### src/rtl/kernel_wg_dispatcher.sv
// rtl/kernel_wg_dispatcher.sv - expands one kernel descriptor into per-workgroup host requests,
// throttles outstanding workgroups and pulses kernel_done once every workgroup has completed.
module kernel_wg_dispatcher #(
  parameter int WG_ID_WIDTH     = 15,
  parameter int WF_COUNT_WIDTH  = 4,
  parameter int WAVE_ITEM_WIDTH = 6,
  parameter int MEM_ADDR_WIDTH  = 32,
  parameter int VGPR_ID_WIDTH   = 10,
  parameter int SGPR_ID_WIDTH   = 10,
  parameter int LDS_ID_WIDTH    = 10,
  parameter int MAX_INFLIGHT    = 8
) (
  input  logic                            clk,
  input  logic                            rst_n,
  input  logic                            knl_valid,
  output logic                            knl_ready,
  input  logic [WG_ID_WIDTH:0]            knl_num_wg,
  input  logic [WF_COUNT_WIDTH-1:0]       knl_num_wf,
  input  logic [WAVE_ITEM_WIDTH-1:0]      knl_wf_size,
  input  logic [MEM_ADDR_WIDTH-1:0]       knl_start_pc,
  input  logic [MEM_ADDR_WIDTH-1:0]       knl_pds_base,
  input  logic [MEM_ADDR_WIDTH-1:0]       knl_pds_stride,
  input  logic [MEM_ADDR_WIDTH-1:0]       knl_csr_knl,
  input  logic [VGPR_ID_WIDTH:0]          knl_vgpr_per_wf,
  input  logic [SGPR_ID_WIDTH:0]          knl_sgpr_per_wf,
  input  logic [LDS_ID_WIDTH:0]           knl_lds_size,
  output logic                            host_req_valid_i,
  input  logic                            host_req_ready_o,
  output logic [WG_ID_WIDTH-1:0]          host_req_wg_id_i,
  output logic [WF_COUNT_WIDTH-1:0]       host_req_num_wf_i,
  output logic [WAVE_ITEM_WIDTH-1:0]      host_req_wf_size_i,
  output logic [MEM_ADDR_WIDTH-1:0]       host_req_start_pc_i,
  output logic [MEM_ADDR_WIDTH-1:0]       host_req_pds_baseaddr_i,
  output logic [MEM_ADDR_WIDTH-1:0]       host_req_csr_knl_i,
  output logic [VGPR_ID_WIDTH:0]          host_req_vgpr_size_total_i,
  output logic [SGPR_ID_WIDTH:0]          host_req_sgpr_size_total_i,
  output logic [LDS_ID_WIDTH:0]           host_req_lds_size_total_i,
  output logic [VGPR_ID_WIDTH:0]          host_req_vgpr_size_per_wf_i,
  output logic [SGPR_ID_WIDTH:0]          host_req_sgpr_size_per_wf_i,
  output logic [3*(WG_ID_WIDTH+1)-1:0]    host_req_kernel_size_3d_i,
  output logic [MEM_ADDR_WIDTH-1:0]       host_req_gds_size_total_i,
  output logic [MEM_ADDR_WIDTH-1:0]       host_req_gds_baseaddr_i,
  input  logic                            host_rsp_valid_o,
  output logic                            host_rsp_ready_i,
  input  logic [WG_ID_WIDTH-1:0]          host_rsp_inflight_wg_buffer_host_wf_done_wg_id_o,
  output logic                            busy,
  output logic                            kernel_done
);

  localparam int NW = WG_ID_WIDTH + 1;
  localparam int VW = VGPR_ID_WIDTH + 1;
  localparam int SW = SGPR_ID_WIDTH + 1;
  localparam int IW = $clog2(MAX_INFLIGHT) + 1;
  localparam logic [IW-1:0] MAX_IF = IW'(MAX_INFLIGHT);

  typedef enum logic [1:0] {IDLE, ISSUE, DRAIN, DONE} state_t;
  state_t state, state_nxt;

  logic [NW-1:0]              num_wg, issue_cnt, done_cnt;
  logic [IW-1:0]              inflight;
  logic [MEM_ADDR_WIDTH-1:0]  pds_addr, pds_stride;
  logic [VW-1:0]              vgpr_total;
  logic [SW-1:0]              sgpr_total;
  logic                       req_hs, rsp_hs, can_issue;

  assign req_hs    = host_req_valid_i & host_req_ready_o;
  // A response with nothing outstanding is a protocol error and is dropped entirely.
  assign rsp_hs    = host_rsp_valid_o & host_rsp_ready_i & (inflight != '0);
  assign can_issue = (state == ISSUE) && (issue_cnt < num_wg) && (inflight < MAX_IF);

  always_ff @(posedge clk or negedge rst_n) begin
    if (!rst_n) state <= IDLE;
    else        state <= state_nxt;
  end

  always_comb begin
    state_nxt        = state;
    knl_ready        = 1'b0;
    busy             = 1'b1;
    kernel_done      = 1'b0;
    host_rsp_ready_i = 1'b0;
    case (state)
      IDLE: begin
        knl_ready = 1'b1;
        busy      = 1'b0;
        if (knl_valid) state_nxt = (knl_num_wg == '0) ? DONE : ISSUE;
      end
      ISSUE: begin
        host_rsp_ready_i = 1'b1;
        if (issue_cnt == num_wg) state_nxt = DRAIN;
      end
      DRAIN: begin
        host_rsp_ready_i = 1'b1;
        if (done_cnt == num_wg) state_nxt = DONE;
      end
      DONE: begin
        kernel_done = 1'b1;
        state_nxt   = IDLE;
      end
      default: state_nxt = IDLE;
    endcase
  end

  always_ff @(posedge clk or negedge rst_n) begin
    if (!rst_n) begin
      num_wg                      <= '0;
      issue_cnt                   <= '0;
      done_cnt                    <= '0;
      inflight                    <= '0;
      pds_addr                    <= '0;
      pds_stride                  <= '0;
      vgpr_total                  <= '0;
      sgpr_total                  <= '0;
      host_req_valid_i            <= 1'b0;
      host_req_num_wf_i           <= '0;
      host_req_wf_size_i          <= '0;
      host_req_start_pc_i         <= '0;
      host_req_csr_knl_i          <= '0;
      host_req_lds_size_total_i   <= '0;
      host_req_vgpr_size_per_wf_i <= '0;
      host_req_sgpr_size_per_wf_i <= '0;
    end else if (state == IDLE && knl_valid) begin
      num_wg                      <= knl_num_wg;
      issue_cnt                   <= '0;
      done_cnt                    <= '0;
      inflight                    <= '0;
      pds_addr                    <= knl_pds_base;
      pds_stride                  <= knl_pds_stride;
      vgpr_total                  <= {{(VW-WF_COUNT_WIDTH){1'b0}}, knl_num_wf} * knl_vgpr_per_wf;
      sgpr_total                  <= {{(SW-WF_COUNT_WIDTH){1'b0}}, knl_num_wf} * knl_sgpr_per_wf;
      host_req_valid_i            <= 1'b0;
      host_req_num_wf_i           <= knl_num_wf;
      host_req_wf_size_i          <= knl_wf_size;
      host_req_start_pc_i         <= knl_start_pc;
      host_req_csr_knl_i          <= knl_csr_knl;
      host_req_lds_size_total_i   <= knl_lds_size;
      host_req_vgpr_size_per_wf_i <= knl_vgpr_per_wf;
      host_req_sgpr_size_per_wf_i <= knl_sgpr_per_wf;
    end else begin
      if (req_hs) begin
        issue_cnt <= issue_cnt + NW'(1);
        pds_addr  <= pds_addr + pds_stride;
      end
      if (rsp_hs) done_cnt <= done_cnt + NW'(1);
      if (req_hs && !rsp_hs)      inflight <= inflight + IW'(1);
      else if (!req_hs && rsp_hs) inflight <= inflight - IW'(1);
      // Valid drops for one cycle after every handshake so counters settle before the next issue.
      if (req_hs)                             host_req_valid_i <= 1'b0;
      else if (!host_req_valid_i && can_issue) host_req_valid_i <= 1'b1;
    end
  end

  assign host_req_wg_id_i           = issue_cnt[WG_ID_WIDTH-1:0];
  assign host_req_pds_baseaddr_i    = pds_addr;
  assign host_req_vgpr_size_total_i = vgpr_total;
  assign host_req_sgpr_size_total_i = sgpr_total;
  assign host_req_kernel_size_3d_i  = '0;
  assign host_req_gds_size_total_i  = '0;
  assign host_req_gds_baseaddr_i    = '0;

endmodule

### config.mk
export PLATFORM = sky130hd
export DESIGN_NAME = kernel_wg_dispatcher
export DESIGN_NICKNAME = d
export VERILOG_FILES = /design/src/rtl/kernel_wg_dispatcher.sv
export SDC_FILE = /design/constraint.sdc
export NUM_CORES = 1
export LEC_CHECK = 0
export CAP_MARGIN = 20
export CORE_AREA = 2 2 194 196
export CTS_BUF_LIST = sky130_fd_sc_hd__clkbuf_8
export DETAILED_ROUTE_END_ITERATION = 8
export DIE_AREA = 0 0 196 198
export PLACE_DENSITY = 0.73
export SKIP_CTS_REPAIR_TIMING = 1
export SYNTH_ARGS = -nofsm -noshare
export SYNTH_HDL_FRONTEND = slang
export SYNTH_SLANG_ARGS = --single-unit
### constraint.sdc
create_clock -name clk -period 5.35 [get_ports clk]
set_input_delay 0.535 -clock clk [delete_from_list [all_inputs] [get_ports clk]]
set_output_delay 0.535 -clock clk [all_outputs]
set_load 0.01 [all_outputs]
==> flow_metrics.py <==
metrics = {
    "final_layout": {
        "drive_gt1_frac": 0.0430,
        "fin_cells": 2616,
        "multi_input_area_um2": 7630,
        "fillers": 3408,
        "final_nets": 2420,
        "layout_commonest_cell": "nand2_1",
        "mostFrequentLayoutCells": "nand2_1 (569), clkdlybuf4s50_1 (371), dfrtp_1 (248), conb_1 (112), inv_1 (93)",
        "area_growth_pct": 30.9,
        "seq_area_um2": 6210,
    },
    "global_routing": {
        "grt_pass1_vias": 12800,
        "track_usage": 0.226,
        "grt_max_degree": 120,
        "grt_pass1_wl_um": 69400,
        "antenna_found_initial": 5,
        "grt_overflow": 0,
    },
    "synthesis": {
        "ys_warn_count": 0,
        "synth_cell_types": 55,
        "synthesis.area_um2": 15000,
        "synth_area_leaders": "dfrtp_1 (41%), nand2_1 (14%), ha_1 (6.4%), buf_4 (6.4%), fa_1 (4.3%)",
        "synth_top_area_share": 0.415,
        "synth.avg_cell_area_um2": 8.47,
        "synth_enable_flop_cells": 0,
        "ys_seq_elements": 248,
        "async_flop_share": 1.00,
        "ys_seq_area_frac": 0.415,
        "synth.largest_area_cell": "dfrtp_1",
        "syn_inst": 1766,
        "ys.flop_type": "dfrtp_1",
    },
    "route": {
        "drcViolationCount": 0,
        "avgRoutedWirePerCell_um": 16.9,
        "dr.pass1.iters": 5,
        "viasPerCell": 4.91,
        "drtAntennaViolNets": 0,
        "drt_iter0_markers": 690,
        "vias": 12800,
        "routed_wl_um": 44300,
    },
    "sta": {
        "whs_ps": -42.0,
        "setup_viol": 0,
        "maxSlewViolCount": 0,
        "slew_headroom": 0.236,
        "fin_crit_ps": 4120,
        "grt_setup_unrepaired": "no",
        "period_share": 0.770,
        "finClkSkew_ps": 13.6,
        "hold_viol_final": 47,
        "fmax_mhz": 243,
        "setup-tns-final_ps": 0,
        "worst_pin_slew_ps": 1150,
    },
    "setup_path": {
        "cp.required_ps": 5800,
        "arrival_ps": 4570,
        "startpoint": "knl_num_wf[1]",
        "path_max_fanout": 21,
        "end_kind": "flop",
        "start_kind": "input pin",
        "critPathKind": "in -> reg",
        "r2r_start": "pds_stride[0]$_DFFE_PN0P_",
    },
    "placed_design": {
        "dpl.hpwl_um": 32600,
        "gp_congestion": 0.911,
        "dp_cells": 2532,
        "portBuffers": 372,
    },
    "min_path": {
        "hp-class": "in -> async",
    },
    "pwr": {
        "p_leak_nw": 9.64,
        "vdd_drop_max_mv": 0.340,
        "power_density_nw_per_um2": 557,
    },
    "die": {
        "row_count": 71,
        "die_h_um": 198,
        "die_area_um2": 38800,
        "start_util": 0.405,
        "coreArea_um2": 37000,
        "die_x_um": 196,
        "ios": 500,
    },
    "clock_tree": {
        "cts_buffers": 44,
        "clk_pin_slew_ps": 60,
        "clk_path_buf_depth": 3,
        "htreeDepth": 2,
        "clk_latency_ps": 590,
        "clkSinkCount": 248,
        "tritoncts": "done",
        "cts_root_buf": "clkbuf_8",
    },
    "run_status": {
        "status": "finished with violations",
        "violations": "hold timing",
    },
    "flow_run": {
        "cap_viol_max_count": 0,
    },
}
==> kinds of logic (layout without fill, tap and decap cells) <==
kind of cell,after synthesis,after routing,share of synthesized area
simple gates,791,791,0.220
buf+inv,285,547,0.103
flops,248,248,0.415
compound gates,237,237,0.0978
fa+ha+maj,109,109,0.107
xor+xnor,90,90,0.0527
mux,5,5,0.00335
other cells,1,115,0.000251
==> area by class of cell <==
cell class	count	share of cell area
diodes	3	0.000384
clock buffers	54	0.0380
clock inverters	27	0.0120
inverters	85	0.0163
multi-input cells	1344	0.390
flip-flops and latches	248	0.317
well taps	474	0.0303
repair buffers	381	0.196
==> layer usage <==
layer  wire (um)  share of wire  vias up  global-route usage
li1            -              -     6133                   -
met1       17800           0.40     6124               0.279
met2       21300           0.48      492               0.372
met3        3710          0.084       84              0.0635
met4        1480          0.033        2              0.0999
met5          16        0.00036        -                   0
==> cell usage after synthesis (11+ instances only) <==
| cell | number |
|---|---|
| nand3_1 | 19 |
| dfrtp_1 | 248 |
| o21ai_0 | 66 |
| nand4_1 | 15 |
| nand2_1 | 570 |
| inv_1 | 85 |
| nor2_1 | 83 |
| and3_1 | 12 |
| buf_4 | 127 |
| clkbuf_1 | 68 |
| xor2_1 | 48 |
| fa_1 | 32 |
| ha_1 | 77 |
| a31oi_1 | 13 |
| a21oi_1 | 76 |
| and2_1 | 47 |
| nor4_1 | 11 |
| a21o_1 | 33 |
| xnor2_1 | 42 |
==> critical path, stage by stage <==
cell             delay [ps]
clkdlybuf4s50_1         920
nand2_1                 180
fa_1                    530
inv_1                    60
fa_1                    560
inv_1                    60
fa_1                    450
nor2b_1                 130
o21ai_0                 110
a21boi_0                340
o21ai_0                 130
nand2b_1                130
a21o_1                  130
a21oi_1                  70
xnor2_1                 150
o21ai_0                  90
==> report_power, final <==
group          switching, W  internal [W]  leakage (nW)
Clock              0.000856       0.00111         0.531
Combinational       0.00303       0.00264          6.01
Sequential         0.000574       0.00269          3.11
==> through the flow <==
stage	instance area (um^2)	setup slack, ps	power [W]	utilization	hold slack, ps
4_1_cts	19600	1370	0.0110	0.529	-30.2
6_report	19600	1230	0.0109	0.530	-42.0
2_1_floorplan	15400	1640	0.00659	-	239
5_1_grt	19600	992	0.0117	0.530	2.58
3_3_place_gp	18600	820	0.00878	0.503	457
3_5_place_dp	18600	742	0.00890	0.503	461
==> flip-flops by register name, indices dropped and copies added (netlist names), 16 cells and up <==
register,count
host_req_csr_knl_i,32
num_wg,16
pds_stride,32
issue_cnt,16
done_cnt,16
host_req_start_pc_i,32
host_req_pds_baseaddr_i,32
==> path summary, 6_finish.rpt <==
kind                            slack (ps)                                         end  depth (start not counted)
max in group asynchronous             4120                    done_cnt[13]$_DFFE_PN0P_                          2
worst min register to register         470          host_req_csr_knl_i[17]$_DFFE_PN0P_                          2
worst max-delay path                  1230  host_req_sgpr_size_total_i[10]$_DFFE_PN0P_                         16
worst min-delay path                   -40                  pds_stride[24]$_DFFE_PN0P_                          1
worst max register to register        1880     host_req_pds_baseaddr_i[30]$_DFFE_PN0N_                         12
min in group clk                       470                  pds_stride[11]$_DFFE_PN0P_                          3
(Power assumes the default switching activity.)
